**src/rtl/mem_arb_pkg.sv**
```systemverilog
// Shared types for the unified memory-port arbiter: FSM states, requester id
// and the fixed access size used for instruction fetch.
package mem_arb_pkg;

    typedef enum logic [1:0] {
        IDLE = 2'd0,
        REQ  = 2'd1,
        WAIT = 2'd2
    } state_e;

    typedef enum logic {
        SRC_IF   = 1'b0,
        SRC_DATA = 1'b1
    } src_e;

    localparam logic [2:0] FETCH_SIZE = 3'b010;

endpackage

```
**src/rtl/mem_port_arbiter.sv**
```systemverilog
// Arbitrates the single memory port between instruction fetch and the MEM
// stage; one transaction at a time, data first, with a fetch starvation guard.
module mem_port_arbiter
    import mem_arb_pkg::*;
#(
    parameter int WIDTH      = 32,
    parameter int STARVE_MAX = 4
) (
    input  logic                              clk,
    input  logic                              rst,
    input  logic                              if_req,
    input  logic [WIDTH-1:0]                  if_addr,
    output logic [WIDTH-1:0]                  if_rdata,
    output logic                              if_valid,
    input  logic                              d_read,
    input  logic                              d_write,
    input  logic [WIDTH-1:0]                  d_addr,
    input  logic [WIDTH-1:0]                  d_wdata,
    input  logic [2:0]                        d_funct3,
    output logic [WIDTH-1:0]                  d_rdata,
    output logic                              d_done,
    output logic                              mem_req,
    output logic                              mem_we,
    output logic [WIDTH-1:0]                  mem_addr,
    output logic [WIDTH-1:0]                  mem_wdata,
    output logic [2:0]                        mem_size,
    input  logic                              mem_ready,
    input  logic                              mem_rvalid,
    input  logic [WIDTH-1:0]                  mem_rdata,
    output logic                              stall_if,
    output logic                              stall_mem,
    output logic [1:0]                        dbg_state,
    output logic [$clog2(STARVE_MAX+1)-1:0]   dbg_streak
);

    localparam int SW = $clog2(STARVE_MAX + 1);
    localparam logic [SW-1:0] STREAK_MAX = SW'(STARVE_MAX);

    state_e           state_q;
    src_e             src_q;
    logic [SW-1:0]    streak_q;
    logic             mem_req_q;
    logic             mem_we_q;
    logic [WIDTH-1:0] mem_addr_q;
    logic [WIDTH-1:0] mem_wdata_q;
    logic [2:0]       mem_size_q;
    logic [WIDTH-1:0] if_rdata_q;
    logic [WIDTH-1:0] d_rdata_q;
    logic             if_valid_q;
    logic             d_done_q;

    logic d_any;
    logic grant_if;
    logic grant_d;

    assign d_any = d_read | d_write;

    // A requester whose done pulse is high this cycle advances at this edge,
    // so its request is stale and must not be granted again.
    always_comb begin
        grant_if = 1'b0;
        grant_d  = 1'b0;
        if (state_q == IDLE && !if_valid_q && !d_done_q) begin
            if (if_req && (streak_q == STREAK_MAX || !d_any)) begin
                grant_if = 1'b1;
            end else if (d_any) begin
                grant_d = 1'b1;
            end
        end
    end

    // Memory handshake: mem_req holds with stable operands until the cycle
    // mem_ready is seen; the response is the first mem_rvalid after that.
    always_ff @(posedge clk or posedge rst) begin
        if (rst) begin
            state_q     <= IDLE;
            src_q       <= SRC_IF;
            streak_q    <= '0;
            mem_req_q   <= 1'b0;
            mem_we_q    <= 1'b0;
            mem_addr_q  <= '0;
            mem_wdata_q <= '0;
            mem_size_q  <= '0;
            if_rdata_q  <= '0;
            d_rdata_q   <= '0;
            if_valid_q  <= 1'b0;
            d_done_q    <= 1'b0;
        end else begin
            if_valid_q <= 1'b0;
            d_done_q   <= 1'b0;
            case (state_q)
                IDLE: begin
                    if (grant_if) begin
                        state_q     <= REQ;
                        src_q       <= SRC_IF;
                        mem_req_q   <= 1'b1;
                        mem_we_q    <= 1'b0;
                        mem_addr_q  <= if_addr;
                        mem_wdata_q <= '0;
                        mem_size_q  <= FETCH_SIZE;
                        streak_q    <= '0;
                    end else if (grant_d) begin
                        state_q     <= REQ;
                        src_q       <= SRC_DATA;
                        mem_req_q   <= 1'b1;
                        mem_we_q    <= d_write;
                        mem_addr_q  <= d_addr;
                        mem_wdata_q <= d_wdata;
                        mem_size_q  <= d_funct3;
                        if (if_req && streak_q != STREAK_MAX) begin
                            streak_q <= streak_q + 1'b1;
                        end
                    end
                end
                REQ: begin
                    if (mem_ready) begin
                        mem_req_q <= 1'b0;
                        state_q   <= WAIT;
                    end
                end
                WAIT: begin
                    if (mem_rvalid) begin
                        state_q <= IDLE;
                        if (src_q == SRC_IF) begin
                            if_rdata_q <= mem_rdata;
                            if_valid_q <= 1'b1;
                        end else begin
                            if (!mem_we_q) begin
                                d_rdata_q <= mem_rdata;
                            end
                            d_done_q <= 1'b1;
                        end
                    end
                end
                default: state_q <= IDLE;
            endcase
        end
    end

    assign mem_req    = mem_req_q;
    assign mem_we     = mem_we_q;
    assign mem_addr   = mem_addr_q;
    assign mem_wdata  = mem_wdata_q;
    assign mem_size   = mem_size_q;
    assign if_rdata   = if_rdata_q;
    assign if_valid   = if_valid_q;
    assign d_rdata    = d_rdata_q;
    assign d_done     = d_done_q;
    assign stall_if   = if_req & ~if_valid_q;
    assign stall_mem  = d_any & ~d_done_q;
    assign dbg_state  = state_q;
    assign dbg_streak = streak_q;

endmodule

```
**config.mk**
```make
export PLATFORM = sky130hd
export DESIGN_NAME = mem_port_arbiter
export DESIGN_NICKNAME = d
export VERILOG_FILES = /design/src/rtl/mem_arb_pkg.sv /design/src/rtl/mem_port_arbiter.sv
export SDC_FILE = /design/constraint.sdc
export NUM_CORES = 1
export LEC_CHECK = 0
export ABC_AREA = 1
export CORE_AREA = 5 5 105 107
export DETAILED_ROUTE_END_ITERATION = 16
export DIE_AREA = 0 0 110 112
export DONT_BUFFER_PORTS = 1
export PLACE_DENSITY = 0.76
export SYNTH_ARGS = -nofsm -noshare
export SYNTH_HDL_FRONTEND = slang
export SYNTH_SLANG_ARGS = --single-unit
```
**constraint.sdc**
```tcl
create_clock -name clk -period 11.1 [get_ports clk]
set_input_delay 2.22 -clock clk [delete_from_list [all_inputs] [get_ports clk]]
set_output_delay 2.22 -clock clk [all_outputs]
set_load 0.01 [all_outputs]
```
== Yosys cells after proc, flatten, opt, wreduce, memory -nomap -nowiden ==
Cells that the tools add are included.
W data, S select, Z words.
Operators by class
  $add $sub $neg: 1
  reductions and logical operators: 18
  eq/ne operators: 7
  muxes and demuxes: 32
  bitwise gates (word level): 7
Operators with widths (number)
  $mux W32: 4
  $mux W1: 17
  $mux W3: 5
  $reduce_and A3 Y1: 4
  $mux W2: 4
  $ne A3 B3 Y1 const B: 2
  $pmux W2 S3: 1
  $reduce_bool A2 Y1: 3
  $logic_and A1 B1 Y1: 4
  $ne A2 B2 Y1 const B: 2
  $not A1 Y1: 4
  $reduce_and A4 Y1: 1
  $add A3 B1 Y3 const B: 1
  $eq A3 B3 Y1 const B: 1
  $logic_not A1 Y1: 3
  $and A1 B1 Y1: 2
  $eq A2 B1 Y1 const B: 1
  $eq A2 B2 Y1 const B: 1
  $logic_not A2 Y1: 1
  $pmux W1 S2: 1
  $reduce_and A2 Y1: 1
  $logic_or A1 B1 Y1: 1
  $or A1 B1 Y1: 1
Word-level totals
  word-level logic and storage cells: 77
  output and inout bits: 142
  register bits: 141

== Depth between registers and ports, before layout ==
Gate-level depths: netlist (run 1).
  word-level depth: 9
  gate-level depth with buffers: 9
  mapped depth without buffers: 8

== Least setup slack after synthesis (run 1) ==
Ideal clock, no wire load.
  kind: input to output
  from: input port d_read
  to: output port stall_mem
  stages: 2
  path slack: 6309 ps
  required time: 8880 ps
  data arrival time: 2571 ps
  buffers on the path: 0
  cell sequence: nor2_1 > nor2_1
Between the ends
  longest elaborated chain between the ends: 2
Ends and longest elaborated chain
  start, declared: RTL line mem_port_arbiter.sv:15  | input logic d_read,
  $or A1 B1 Y1: RTL line mem_port_arbiter.sv:56  | assign d_any = d_read | d_write;
  $and A1 B1 Y1: RTL line mem_port_arbiter.sv:150  | assign stall_mem = d_any & ~d_done_q;
  end, declared: RTL line mem_port_arbiter.sv:31  | output logic stall_mem,
Every way passes these cells.

== Worst setup path after layout (run 1) ==
Same ends and word-level chain as after synthesis.

==> results of run 1 <==
==> cell type report <==
type,instances,share of cell area
inverters,77,0.0445
flip-flops and latches,141,0.534
clock inverters,15,0.0220
multi-input cells,431,0.305
clock buffers,17,0.0627
repair buffers,5,0.00569
well taps,136,0.0258
diodes,1,0.000379
==> flip-flops by register name (all words and copies together) (netlist names) <==
signal	flops
mem_addr	32
mem_we	1
mem_size	3
if_valid	1
src_q	1
d_rdata	32
mem_req	1
d_done	1
dbg_state	2
dbg_streak	3
if_rdata	32
mem_wdata	32
==> cells in the mapped netlist, drive strengths merged <==
master and instances:
nand3 105, clkbuf 32, a21oi 2, nand2 204
o21ai 72, nor2 13, buf 11, o21bai 32
inv 77, nor3 1, ha 2, dfrtp 141
==> layer usage <==
metal,wire length (microns),global-route usage,up-vias
met5,0,0,-
met4,503,0.101,0
met3,1820,0.112,39
met2,7700,0.408,243
met1,5740,0.301,2219
li1,-,-,2168
==> placed cells by master (no fill, tap or decap), drive strengths merged <==
cell type  synthesis  layout
o21ai             72      72
nor2              13      13
inv               77      86
nand2            204     204
dfrtp            141     141
buf               11       5
nor3               1       1
clkinvlp           0       1
ha                 2       2
diode              0       1
clkinv             0       5
o21bai            32      32
clkbuf            32      17
a21oi              2       2
nand3            105     105
==> through the flow <==
step	total power [mW]	hold WS, ns	area [sq um]	cells
final	2.10	0.557	6600	823
after global routing	2.26	0.571	6600	823
after CTS	2.12	0.558	6600	822
after detailed placement	1.59	0.539	6040	790
after global placement	1.55	0.534	6040	790
after floorplan	1.41	0.513	5990	692
==> power by group <==
part | total, mW | leakage, nW | internal, mW | switching, mW
registers | 1.06 | 1.76 | 0.751 | 0.306
clock network | 0.527 | 0.273 | 0.287 | 0.240
logic | 0.521 | 1.40 | 0.167 | 0.354
total | 2.10 | 3.44 | 1.20 | 0.900
==> worst max path at each step <==
stage	slack, ns	to	startpoint
finish	6.06	stall_mem	d_read
global route	6.01	stall_mem	d_read
CTS	6.00	stall_mem	d_read
detailed placement	6.00	stall_mem	d_read
global placement	6.02	stall_mem	d_read
floorplan	5.10	d_done	rst
==> cell families after synthesis <==
family / Yosys count / synth area share
AOI/OAI and AO/OA: 106 / 0.104
adders and majority gates: 2 / 0.00418
buffers and inverters: 120 / 0.0783
DFF: 141 / 0.589
and+or+nand+nor: 323 / 0.225
==> reports/metrics.json, run 1 <==
{
  "run_status": "complete, no violations",
  "cts-hold-fix-buffers": 0,
  "p_leak_nw": 3.44,
  "cts_inserted_buffers": 17,
  "synth_sequential_area_ratio": 0.589,
  "setup-tns-final_ns": 0,
  "timing.max_slew.rel_slack": 0.111,
  "synth.net_count": 832,
  "num_rows": 37,
  "cts-root-to-sink-buffers": 2,
  "path_cells": "nor2_1 -> nor2_1",
  "io-pin-count": 280,
  "maxCapViolCount": 0,
  "synth.lib_cells_used.distinct": 16,
  "dpl_worst_slack_ns": 6.00,
  "floorplan.core_area_sq_mm": 0.0100,
  "grt_max_degree": 85,
  "synthesis.area_sq_mm": 0.00599,
  "detail_route.wl_per_cell_microns": 19.2,
  "power_per_cell_area_mw_per_mm2": 319,
  "filler_cell_count": 812,
  "start_of_the_worst_register_to_register_path": "dbg_state[0]",
  "die_area_sq_mm": 0.0123,
  "finalNetCount": 813,
  "detail-route-antenna-nets": 0,
  "worstSetupPathDepth": 2,
  "worst_hold_path.endpoint": "mem_wdata[7]",
  "h_tree_levels": 4,
  "ys_seq_elements": 141,
  "mean_cell_area_of_the_mapped_netlist_sq_um": 8.66,
  "cp_top_family": "simple AND/OR/NAND/NOR gates",
  "report.final.slew_viol_count": 0,
  "routed-via-count": 4669,
  "synth_instances": 692,
  "rr_worst_depth": 7,
  "min_from": "mem_wdata[7]",
  "worst_ep_required_time_ns": 8.88,
  "synth_top_cells_by_area": "dfrtp_1 59%, nand2_1 13%, nand3_1 8.8%, o21ai_0 5.9%, inv_1 4.8%",
  "synth.yosys.warnings": 0,
  "proportion_of_layout_cells_with_a_drive_suffix_above_1": 0.0656,
  "ir_drop_uv": 151,
  "fmaxAchievable_mhz": 198,
  "critPathLaunchType": "input pin",
  "setup_viol_count_final": 0,
  "dr.pass1.iters": 5,
  "cp_slowest_cell": "nor2_1",
  "gr-usage-all-layers": 0.255,
  "grt_pass1_wl_microns": 24400,
  "cts_root_buf": "clkbuf_8",
  "critical_path_arrival_ns": 2.82,
  "initial_utilization": 0.596,
  "worst_path_most_repeated_cell": "nor2_1",
  "worst_slew_pin_slew_ns": 1.33,
  "gp_congestion": 0.850,
  "final_period_minus_worst_setup_slack_ns": 5.04,
  "vias_per_cell": 5.67,
  "post_cts_resized": 0,
  "hold-path-cell-count": 2,
  "critical_path_buf_inv_count": 0,
  "synth.largest_area_cell": "dfrtp_1",
  "multi_input_comb_area_sq_mm": 0.00201,
  "cts.repair_timing.setup_buffer_count": 0,
  "worstSetupEndpointType": "output pin",
  "chipWidth_microns": 110,
  "vias_in_the_first_global_route": 4616,
  "clk-insertion-delay-late_ns": 0.51,
  "path_class": "input pin to output pin",
  "min-delay-path-class": "register to register",
  "cp_max_fo": 3,
  "worst_slack_ns": 6.06,
  "setup.reg_to_reg.worst_slack_ns": 8.27,
  "drt_wl_total_microns": 15800,
  "grt-ovfl-total": 0,
  "cts.sinks": 141,
  "synthToLayoutAreaGrowth_pct": 10.2,
  "final-seq-area_sq_mm": 0.00353,
  "grt_antenna_before_repair": 1,
  "timing.clock.skew_ns": 0.00809,
  "buffer_ports.inserted": 0,
  "finalHoldViolations": 0,
  "cts_tree": "built",
  "end_of_the_worst_register_to_register_path": "mem_wdata[4]",
  "hpwl_microns": 10900,
  "finalCoreUtilization": 0.657,
  "synth_top_area_frac": 0.589,
  "initialDrtViolationCount": 451,
  "clk_pin_slew_ns": 0.06,
  "drc_violation_count_after_routing": 0,
  "final.period_utilization": 0.454,
  "timing.critical_path.slowest_cell_delay_ns": 0.43,
  "rsz0062_at_grt": "false",
  "die_height_microns": 112
}
Power figures use the tool's default switching activity.
==> run 2, diff against run 1 <==
--- a/config.mk
+++ b/config.mk
@@ -6,11 +6,11 @@
 export NUM_CORES = 1
 export LEC_CHECK = 0
 export ABC_AREA = 1
-export CORE_AREA = 5 5 105 107
+export CORE_MARGIN = 5
+export CORE_UTILIZATION = 57
 export DETAILED_ROUTE_END_ITERATION = 16
-export DIE_AREA = 0 0 110 112
 export DONT_BUFFER_PORTS = 1
-export PLACE_DENSITY = 0.76
+export PLACE_DENSITY = 0.75
 export SYNTH_ARGS = -nofsm -noshare
 export SYNTH_HDL_FRONTEND = slang
 export SYNTH_SLANG_ARGS = --single-unit
==> constraint.sdc (replaced) <==
create_clock -name clk -period 4.6 [get_ports clk]
set_input_delay 0.92 -clock clk [delete_from_list [all_inputs] [get_ports clk]]
set_output_delay 0.92 -clock clk [all_outputs]
set_load 0.01 [all_outputs]
==> run 2 against run 1 <==
Sequential power increased by 140%. Die area increased by 2.7%. Sequential cell count unchanged. Hold slack got worse by 0.093 ns. Final cell count decreased by 0.36%. Design area increased by 1.5%. Utilization decreased by 0.54 points. Setup slack got worse by 4.0 ns.
==> reports/metrics.json, run 2 (synthesized netlist as in run 1, its figures left out) <==
{
  "grt_max_degree": {"value": 142, "change": "was 85"},
  "report.final.slew_viol_count": {"value": 0, "change": "unchanged"},
  "gr-usage-all-layers": {"value": 0.248, "change": "was 0.255"},
  "post_dp_cell_area": {"value": 0.00604, "unit": "sq mm", "change": "about the same"},
  "cts-hold-fix-buffers": {"value": 0, "change": "unchanged"},
  "mostFrequentLayoutCells": {"value": "204 x nand2_1, 141 x dfrtp_1, 103 x nand3_1", "change": "unchanged"},
  "maxCapViolCount": {"value": 0, "change": "unchanged"},
  "initial_utilization": {"value": 0.583, "change": "was 0.596"},
  "vias_per_cell": {"value": 5.64, "change": "was 5.67"},
  "worst_ep_required_time": {"value": 4.97, "unit": "ns", "change": "was 8.88 ns"},
  "io-pin-count": {"value": 280, "change": "unchanged"},
  "die_height": {"value": 113, "unit": "microns", "change": "was 112 microns"},
  "grt_pass1_wl": {"value": 25100, "unit": "microns", "change": "was 24400 microns"},
  "num_rows": {"value": 37, "change": "unchanged"},
  "ir_drop": {"value": 567, "unit": "uV", "change": "was 151 uV"},
  "dpl_worst_slack": {"value": 1.87, "unit": "ns", "change": "was 6.00 ns"},
  "final.period_utilization": 0.563,
  "path_class": {"value": "register to register", "change": "was input pin to output pin"},
  "layout_commonest_cell": {"value": "nand2_1", "change": "unchanged"},
  "finalCoreUtilization": {"value": 0.652, "change": "was 0.657"},
  "h_tree_levels": {"value": 4, "change": "unchanged"},
  "routed-via-count": {"value": 4627, "change": "was 4669"},
  "floorplan.core_area": {"value": 0.0103, "unit": "sq mm", "change": "was 0.0100 sq mm"},
  "timing.max_slew.rel_slack": {"value": 0.165, "change": "was 0.111"},
  "critical_path_arrival": {"value": 2.96, "unit": "ns", "change": "was 2.82 ns"},
  "cts_inserted_buffers": {"value": 17, "change": "unchanged"},
  "grt_antenna_before_repair": {"value": 1, "change": "unchanged"},
  "power_per_cell_area": {"value": 792, "unit": "mW/mm^2", "change": "was 319 mW/mm^2"},
  "worstSetupEndpointType": {"value": "register", "change": "was output pin"},
  "worst_hold_slack": {"value": 0.464, "unit": "ns", "change": "was 0.557 ns"},
  "fmaxAchievable_mhz": 386,
  "p_leak": {"value": 3.48, "unit": "nW", "change": "was 3.44 nW"},
  "rsz0062_at_grt": {"value": "false", "change": "unchanged"},
  "gp_congestion": {"value": 0.884, "change": "was 0.850"},
  "detail-route-antenna-nets": {"value": 0, "change": "unchanged"},
  "hpwl": {"value": 11000, "unit": "microns", "change": "was 10900 microns"},
  "dr.pass1.iters": {"value": 5, "change": "unchanged"},
  "post_cts_resized": {"value": 0, "change": "unchanged"},
  "cts_tree": {"value": "built", "change": "unchanged"},
  "setup-tns-final": {"value": 0, "unit": "ns", "change": "unchanged"},
  "met1_layer_usage_reported_by_global_route": {"value": 0.299, "change": "was 0.301"},
  "clk-insertion-delay-late": {"value": 0.50, "unit": "ns", "change": "was 0.51 ns"},
  "clk_pin_slew": {"value": 0.06, "unit": "ns", "change": "about the same"},
  "proportion_of_layout_cells_with_a_drive_suffix_above_1": {"value": 0.0615, "change": "was 0.0656"},
  "drt_wl_total": {"value": 15700, "unit": "microns", "change": "was 15800 microns"},
  "finalHoldViolations": {"value": 0, "change": "unchanged"},
  "vias_in_the_first_global_route": {"value": 4712, "change": "was 4616"},
  "worst_slew_pin_slew": {"value": 1.25, "unit": "ns", "change": "was 1.33 ns"},
  "groute.layer.met2.usage": {"value": 0.415, "change": "was 0.408"},
  "min-delay-path-class": {"value": "input pin to asynchronous set/reset pin", "change": "was register to register"},
  "run_status": {"value": "complete, no violations", "change": "unchanged"},
  "die_area": {"value": 0.0127, "unit": "sq mm", "change": "was 0.0123 sq mm"},
  "cts-root-to-sink-buffers": {"value": 2, "change": "unchanged"},
  "total_power": {"value": 5.31, "unit": "mW", "change": "was 2.10 mW"},
  "start_of_the_worst_register_to_register_path": {"value": "dbg_streak[0]", "change": "was dbg_state[0]"},
  "finalNetCount": {"value": 812, "change": "was 813"},
  "placedCellCount": {"value": 789, "change": "was 790"},
  "detail_route.wl_per_cell": {"value": 19.1, "unit": "microns", "change": "was 19.2 microns"},
  "grt_use_met3": {"value": 0.0976, "change": "was 0.112"},
  "timing.clock.skew": {"value": 0.0101, "unit": "ns", "change": "was 0.00809 ns"},
  "cts.sinks": {"value": 141, "change": "unchanged"},
  "cts.repair_timing.setup_buffer_count": {"value": 0, "change": "unchanged"},
  "critPathLaunchType": {"value": "register", "change": "was input pin"},
  "grt-ovfl-total": {"value": 0, "change": "unchanged"},
  "synthToLayoutAreaGrowth": {"value": 11.8, "unit": "%", "change": "was 10.2%"},
  "cp-startpoint": {"value": "dbg_streak[0]", "change": "was d_read"},
  "chipWidth": {"value": 113, "unit": "microns", "change": "was 110 microns"},
  "drc_violation_count_after_routing": {"value": 0, "change": "unchanged"},
  "worst_slack": {"value": 2.01, "unit": "ns", "change": "was 6.06 ns"},
  "busiest_layer": {"value": "met2", "change": "unchanged"},
  "cts_root_buf": {"value": "clkbuf_8", "change": "unchanged"},
  "final_period_minus_worst_setup_slack_ns": 2.59,
  "setup_viol_count_final": {"value": 0, "change": "unchanged"},
  "buffer_ports.inserted": {"value": 0, "change": "unchanged"},
  "cp_max_fo": {"value": 37, "change": "was 3"},
  "finalNonFillerCells": {"value": 820, "change": "was 823"},
  "initialDrtViolationCount": {"value": 503, "change": "was 451"},
  "filler_cell_count": {"value": 854, "change": "was 812"},
  "final_cell_area": {"value": 0.00670, "unit": "sq mm", "change": "was 0.00660 sq mm"}
}
-- run 2: cell types whose count changed in the layout (fill, tap and decap cells not counted), sizes merged --
cell / before / now
inv: 86 / 79
clkinv: 5 / 4
bufinv: 0 / 6
buf: 5 / 4
-- run 2: routing by layer --
metal	vias to the layer above	wire (microns)
met4	0	331
li1	2152	-
met1	2201	5750
met3	25	1670
met2	249	7920
met5	-	0
-- run 2: layout make-up --
| type | instances | area, sq um | area share |
|---|---|---|---|
| clock buffer | 17 | 414 | 0.0618 |
| timing repair buffer | 4 | 42.5 | 0.00635 |
| inverter | 77 | 293 | 0.0437 |
| antenna | 1 | 2.50 | 0.000374 |
| clock inverter | 13 | 238 | 0.0355 |
| multi-input combinational | 431 | 2010 | 0.300 |
| sequential | 141 | 3530 | 0.527 |
| tap | 136 | 170 | 0.0254 |
-- run 2: path summary, 6_finish.rpt --
kind,slack [ns],endpoint,depth (start not counted)
worst max-delay path,2.01,mem_wdata[21],8
worst min-delay path,0.46,if_rdata[6],2
worst max register to register,2.01,mem_wdata[21],8
worst min register to register,0.56,mem_wdata[20],2
max in group asynchronous,3.55,mem_addr[28],2
min in group clk,0.53,dbg_state[1],1
-- run 2: power breakdown --
group | switching, mW | internal (mW)
clock | 0.523 | 0.992
sequential | 0.742 | 1.81
combinational | 0.837 | 0.401
total | 2.10 | 3.20
-- run 2: worst max-delay path, cell delays in order (launching register included) --
cell	delay [ns]
dfrtp_1	0.47
inv_1	0.09
ha_1	0.14
nand2_1	0.11
o21ai_2	0.09
buf_4	0.34
nand2_1	0.79
nand3_1	0.33
nand2_1	0.09
==> run 3, diff against run 2 <==
--- a/config.mk
+++ b/config.mk
@@ -6,11 +6,11 @@
 export NUM_CORES = 1
 export LEC_CHECK = 0
 export ABC_AREA = 1
-export CORE_MARGIN = 5
-export CORE_UTILIZATION = 57
+export CORE_AREA = 5 5 107 109
 export DETAILED_ROUTE_END_ITERATION = 16
+export DIE_AREA = 0 0 112 114
 export DONT_BUFFER_PORTS = 1
-export PLACE_DENSITY = 0.75
+export PLACE_DENSITY = 0.74
 export SYNTH_ARGS = -nofsm -noshare
 export SYNTH_HDL_FRONTEND = slang
 export SYNTH_SLANG_ARGS = --single-unit
==> constraint.sdc (replaced) <==
create_clock -name clk -period 2.7 [get_ports clk]
set_input_delay 0.54 -clock clk [delete_from_list [all_inputs] [get_ports clk]]
set_output_delay 0.54 -clock clk [all_outputs]
set_load 0.01 [all_outputs]
==> run 3 against run 2 <==
Total power increased by 62%. Routed wire length grew 1.5%. Die area increased by 0.87%. Sequential cell count is the same. Via count about the same. Non-clock buffer count increased by 9. Combinational power increased by 76%. Hold slack worse by 0.45 ns. Largest cell class unchanged. Largest power group unchanged. Highest routed layer unchanged.
==> reports/metrics.json, run 3 (synthesized netlist as in run 1, its figures left out) <==
{
  "run_status": {"value": "complete, no violations", "change": "unchanged"},
  "setup-tns-final": {"value": 0, "unit": "ns", "change": "unchanged"},
  "detail_route.wl_per_cell": {"value": 19.1, "unit": "microns", "change": "about the same"},
  "maxCapViolCount": {"value": 0, "change": "unchanged"},
  "rsz0062_at_grt": {"value": "false", "change": "unchanged"},
  "drt_wl_total": {"value": 15900, "unit": "microns", "change": "was 15700 microns"},
  "grt-ovfl-total": {"value": 0, "change": "unchanged"},
  "clk-insertion-delay-late": {"value": 0.51, "unit": "ns", "change": "was 0.50 ns"},
  "layout_commonest_cell": {"value": "nand2_1", "change": "unchanged"},
  "post_cts_resized": {"value": 0, "change": "unchanged"},
  "die_height": {"value": 114, "unit": "microns", "change": "was 113 microns"},
  "cts_tree": {"value": "built", "change": "unchanged"},
  "initialDrtViolationCount": {"value": 404, "change": "was 503"},
  "final_cell_area": {"value": 0.00666, "unit": "sq mm", "change": "was 0.00670 sq mm"},
  "finalCoreUtilization": {"value": 0.634, "change": "was 0.652"},
  "routed-via-count": {"value": 4630, "change": "was 4627"},
  "worstSetupEndpointType": {"value": "register", "change": "unchanged"},
  "cts_inserted_buffers": {"value": 17, "change": "unchanged"},
  "final.period_utilization": {"value": 0.687, "change": "was 0.563"},
  "end_of_the_worst_register_to_register_path": {"value": "if_rdata[29]", "change": "was mem_wdata[21]"},
  "chipWidth": {"value": 112, "unit": "microns", "change": "was 113 microns"},
  "total_power": {"value": 8.61, "unit": "mW", "change": "was 5.31 mW"},
  "proportion_of_layout_cells_with_a_drive_suffix_above_1": {"value": 0.0735, "change": "was 0.0615"},
  "drc_violation_count_after_routing": {"value": 0, "change": "unchanged"},
  "vias_in_the_first_global_route": {"value": 4763, "change": "was 4712"},
  "cp-startpoint": {"value": "dbg_state[1]", "change": "was dbg_streak[0]"},
  "finalHoldViolations": {"value": 0, "change": "unchanged"},
  "cts_root_buf": {"value": "clkbuf_8", "change": "unchanged"},
  "report.final.slew_viol_count": {"value": 0, "change": "unchanged"},
  "die_area": {"value": 0.0128, "unit": "sq mm", "change": "was 0.0127 sq mm"},
  "synthToLayoutAreaGrowth": {"value": 11.2, "unit": "%", "change": "was 11.8%"},
  "vias_per_cell": {"value": 5.55, "change": "was 5.64"},
  "rr_worst_depth": {"value": 5, "change": "was 8"},
  "num_rows": {"value": 38, "change": "was 37"},
  "ir_drop": {"value": 673, "unit": "uV", "change": "was 567 uV"},
  "setup.reg_to_reg.worst_slack": {"value": 0.84, "unit": "ns", "change": "was 2.01 ns"},
  "initial_utilization": {"value": 0.570, "change": "was 0.583"},
  "dpl_worst_slack": {"value": 0.807, "unit": "ns", "change": "was 1.87 ns"},
  "gp_congestion": {"value": 0.882, "change": "was 0.884"},
  "detail-route-antenna-nets": {"value": 0, "change": "unchanged"},
  "cts.sinks": {"value": 141, "change": "unchanged"},
  "p_leak": {"value": 3.45, "unit": "nW", "change": "was 3.48 nW"},
  "worst_ep_required_time": {"value": 3.12, "unit": "ns", "change": "was 4.97 ns"},
  "worst_slew_pin_slew": {"value": 0.778, "unit": "ns", "change": "was 1.25 ns"},
  "timing.max_slew.rel_slack": {"value": 0.481, "change": "was 0.165"},
  "grt_antenna_before_repair": {"value": 0, "change": "was 1"},
  "worst_setup_path_endpoint": {"value": "if_rdata[29]", "change": "was mem_wdata[21]"},
  "worst_slack": {"value": 0.845, "unit": "ns", "change": "was 2.01 ns"},
  "cts-root-to-sink-buffers": {"value": 2, "change": "unchanged"},
  "antenna_cells_inserted": {"value": 0, "change": "was 1"},
  "critical_path_arrival": {"value": 2.28, "unit": "ns", "change": "was 2.96 ns"},
  "hpwl": {"value": 11300, "unit": "microns", "change": "was 11000 microns"},
  "min-delay-path-class": {"value": "input pin to asynchronous set/reset pin", "change": "unchanged"},
  "timing.clock.skew": {"value": 0.00604, "unit": "ns", "change": "was 0.0101 ns"},
  "mostFrequentLayoutCells": {"value": "204 x nand2_1, 141 x dfrtp_1, 103 x nand3_1", "change": "unchanged"},
  "path_class": {"value": "register to register", "change": "unchanged"},
  "start_of_the_worst_register_to_register_path": {"value": "dbg_state[1]", "change": "was dbg_streak[0]"},
  "cp_max_fo": {"value": 36, "change": "was 37"},
  "grt_max_degree": {"value": 82, "change": "was 142"},
  "cts-hold-fix-buffers": {"value": 0, "change": "unchanged"},
  "clk_pin_slew": {"value": 0.06, "unit": "ns", "change": "about the same"},
  "io-pin-count": {"value": 280, "change": "unchanged"},
  "setup_viol_count_final": {"value": 0, "change": "unchanged"},
  "power_per_cell_area": {"value": 1290, "unit": "mW/mm^2", "change": "was 792 mW/mm^2"},
  "fmaxAchievable": {"value": 539, "unit": "MHz", "change": "was 386 MHz"},
  "post_dp_cell_area": {"value": 0.00613, "unit": "sq mm", "change": "was 0.00604 sq mm"},
  "buffer_ports.inserted": {"value": 0, "change": "unchanged"},
  "cts.repair_timing.setup_buffer_count": {"value": 0, "change": "unchanged"},
  "finalNetCount": {"value": 821, "change": "was 812"},
  "filler_cell_count": {"value": 879, "change": "was 854"},
  "final_period_minus_worst_setup_slack": {"value": 1.86, "unit": "ns", "change": "was 2.59 ns"},
  "critPathLaunchType": {"value": "register", "change": "unchanged"},
  "grt_pass1_wl": {"value": 25200, "unit": "microns", "change": "was 25100 microns"},
  "floorplan.core_area": {"value": 0.0105, "unit": "sq mm", "change": "was 0.0103 sq mm"},
  "gr-usage-all-layers": {"value": 0.248, "change": "about the same"},
  "h_tree_levels": {"value": 4, "change": "unchanged"},
  "dr.pass1.iters": {"value": 4, "change": "was 5"}
}
==> run 3: changes by cell type in the layout (fill, tap and decap cells not counted) <==
cell	before	now
bufinv_16	6	0
diode_2	1	0
clkbuf_1	0	2
clkinv_2	1	0
buf_12	1	2
clkinv_4	3	2
buf_4	3	11
clkinvlp_4	1	7
inv_6	3	4
inv_8	0	1
==> run 3: layout make-up <==
| class | instances | area [sq um] | area share |
|---|---|---|---|
| Clock buffer | 19 | 422 | 0.0633 |
| Inverter | 77 | 293 | 0.0440 |
| Sequential cell | 141 | 3530 | 0.530 |
| Tap cell | 140 | 175 | 0.0263 |
| Multi-Input combinational cell | 431 | 2010 | 0.302 |
| Clock inverter | 13 | 109 | 0.0163 |
| Timing Repair Buffer | 13 | 123 | 0.0184 |
==> run 3: worst max-delay path, stage by stage, from the launching register on <==
cell and delay [ns]:
dfrtp_1 0.42, inv_1 0.09, nor2_1 0.23, nand3_2 0.48, buf_12 0.36, o21ai_0 0.18
==> run 3: per-layer routing <==
| layer | global-route usage | wire [microns] |
|---|---|---|
| met2 | 0.410 | 7950 |
| met5 | 0 | 0 |
| met4 | 0.0986 | 399 |
| met3 | 0.103 | 1740 |
| met1 | 0.290 | 5830 |
==> run 3: power breakdown <==
group          internal [mW]  switching [mW]  total [mW]
registers               3.09            1.25        4.34
clock network           1.15           0.939        2.09
logic                  0.731            1.45        2.18
==> run 3: stage by stage <==
step / hold WS (ns) / instances
after floorplan: 0.513 / 692
final: 0.0181 / 834
after detailed placement: 0.539 / 802
after global routing: 0.0294 / 834
after CTS: 0.0284 / 834
after global placement: 0.535 / 802
==> run 3: worst min path at each step <==
stage | slack [ns] | to | depth (start not counted)
6_report | 0.02 | if_rdata[7] | 2
5_1_grt | 0.03 | if_rdata[2] | 2
4_1_cts | 0.03 | if_rdata[8] | 2
3_5_place_dp | 0.54 | mem_addr[11] | 2
3_3_place_gp | 0.53 | mem_size[2] | 2
2_1_floorplan | 0.51 | d_done | 2
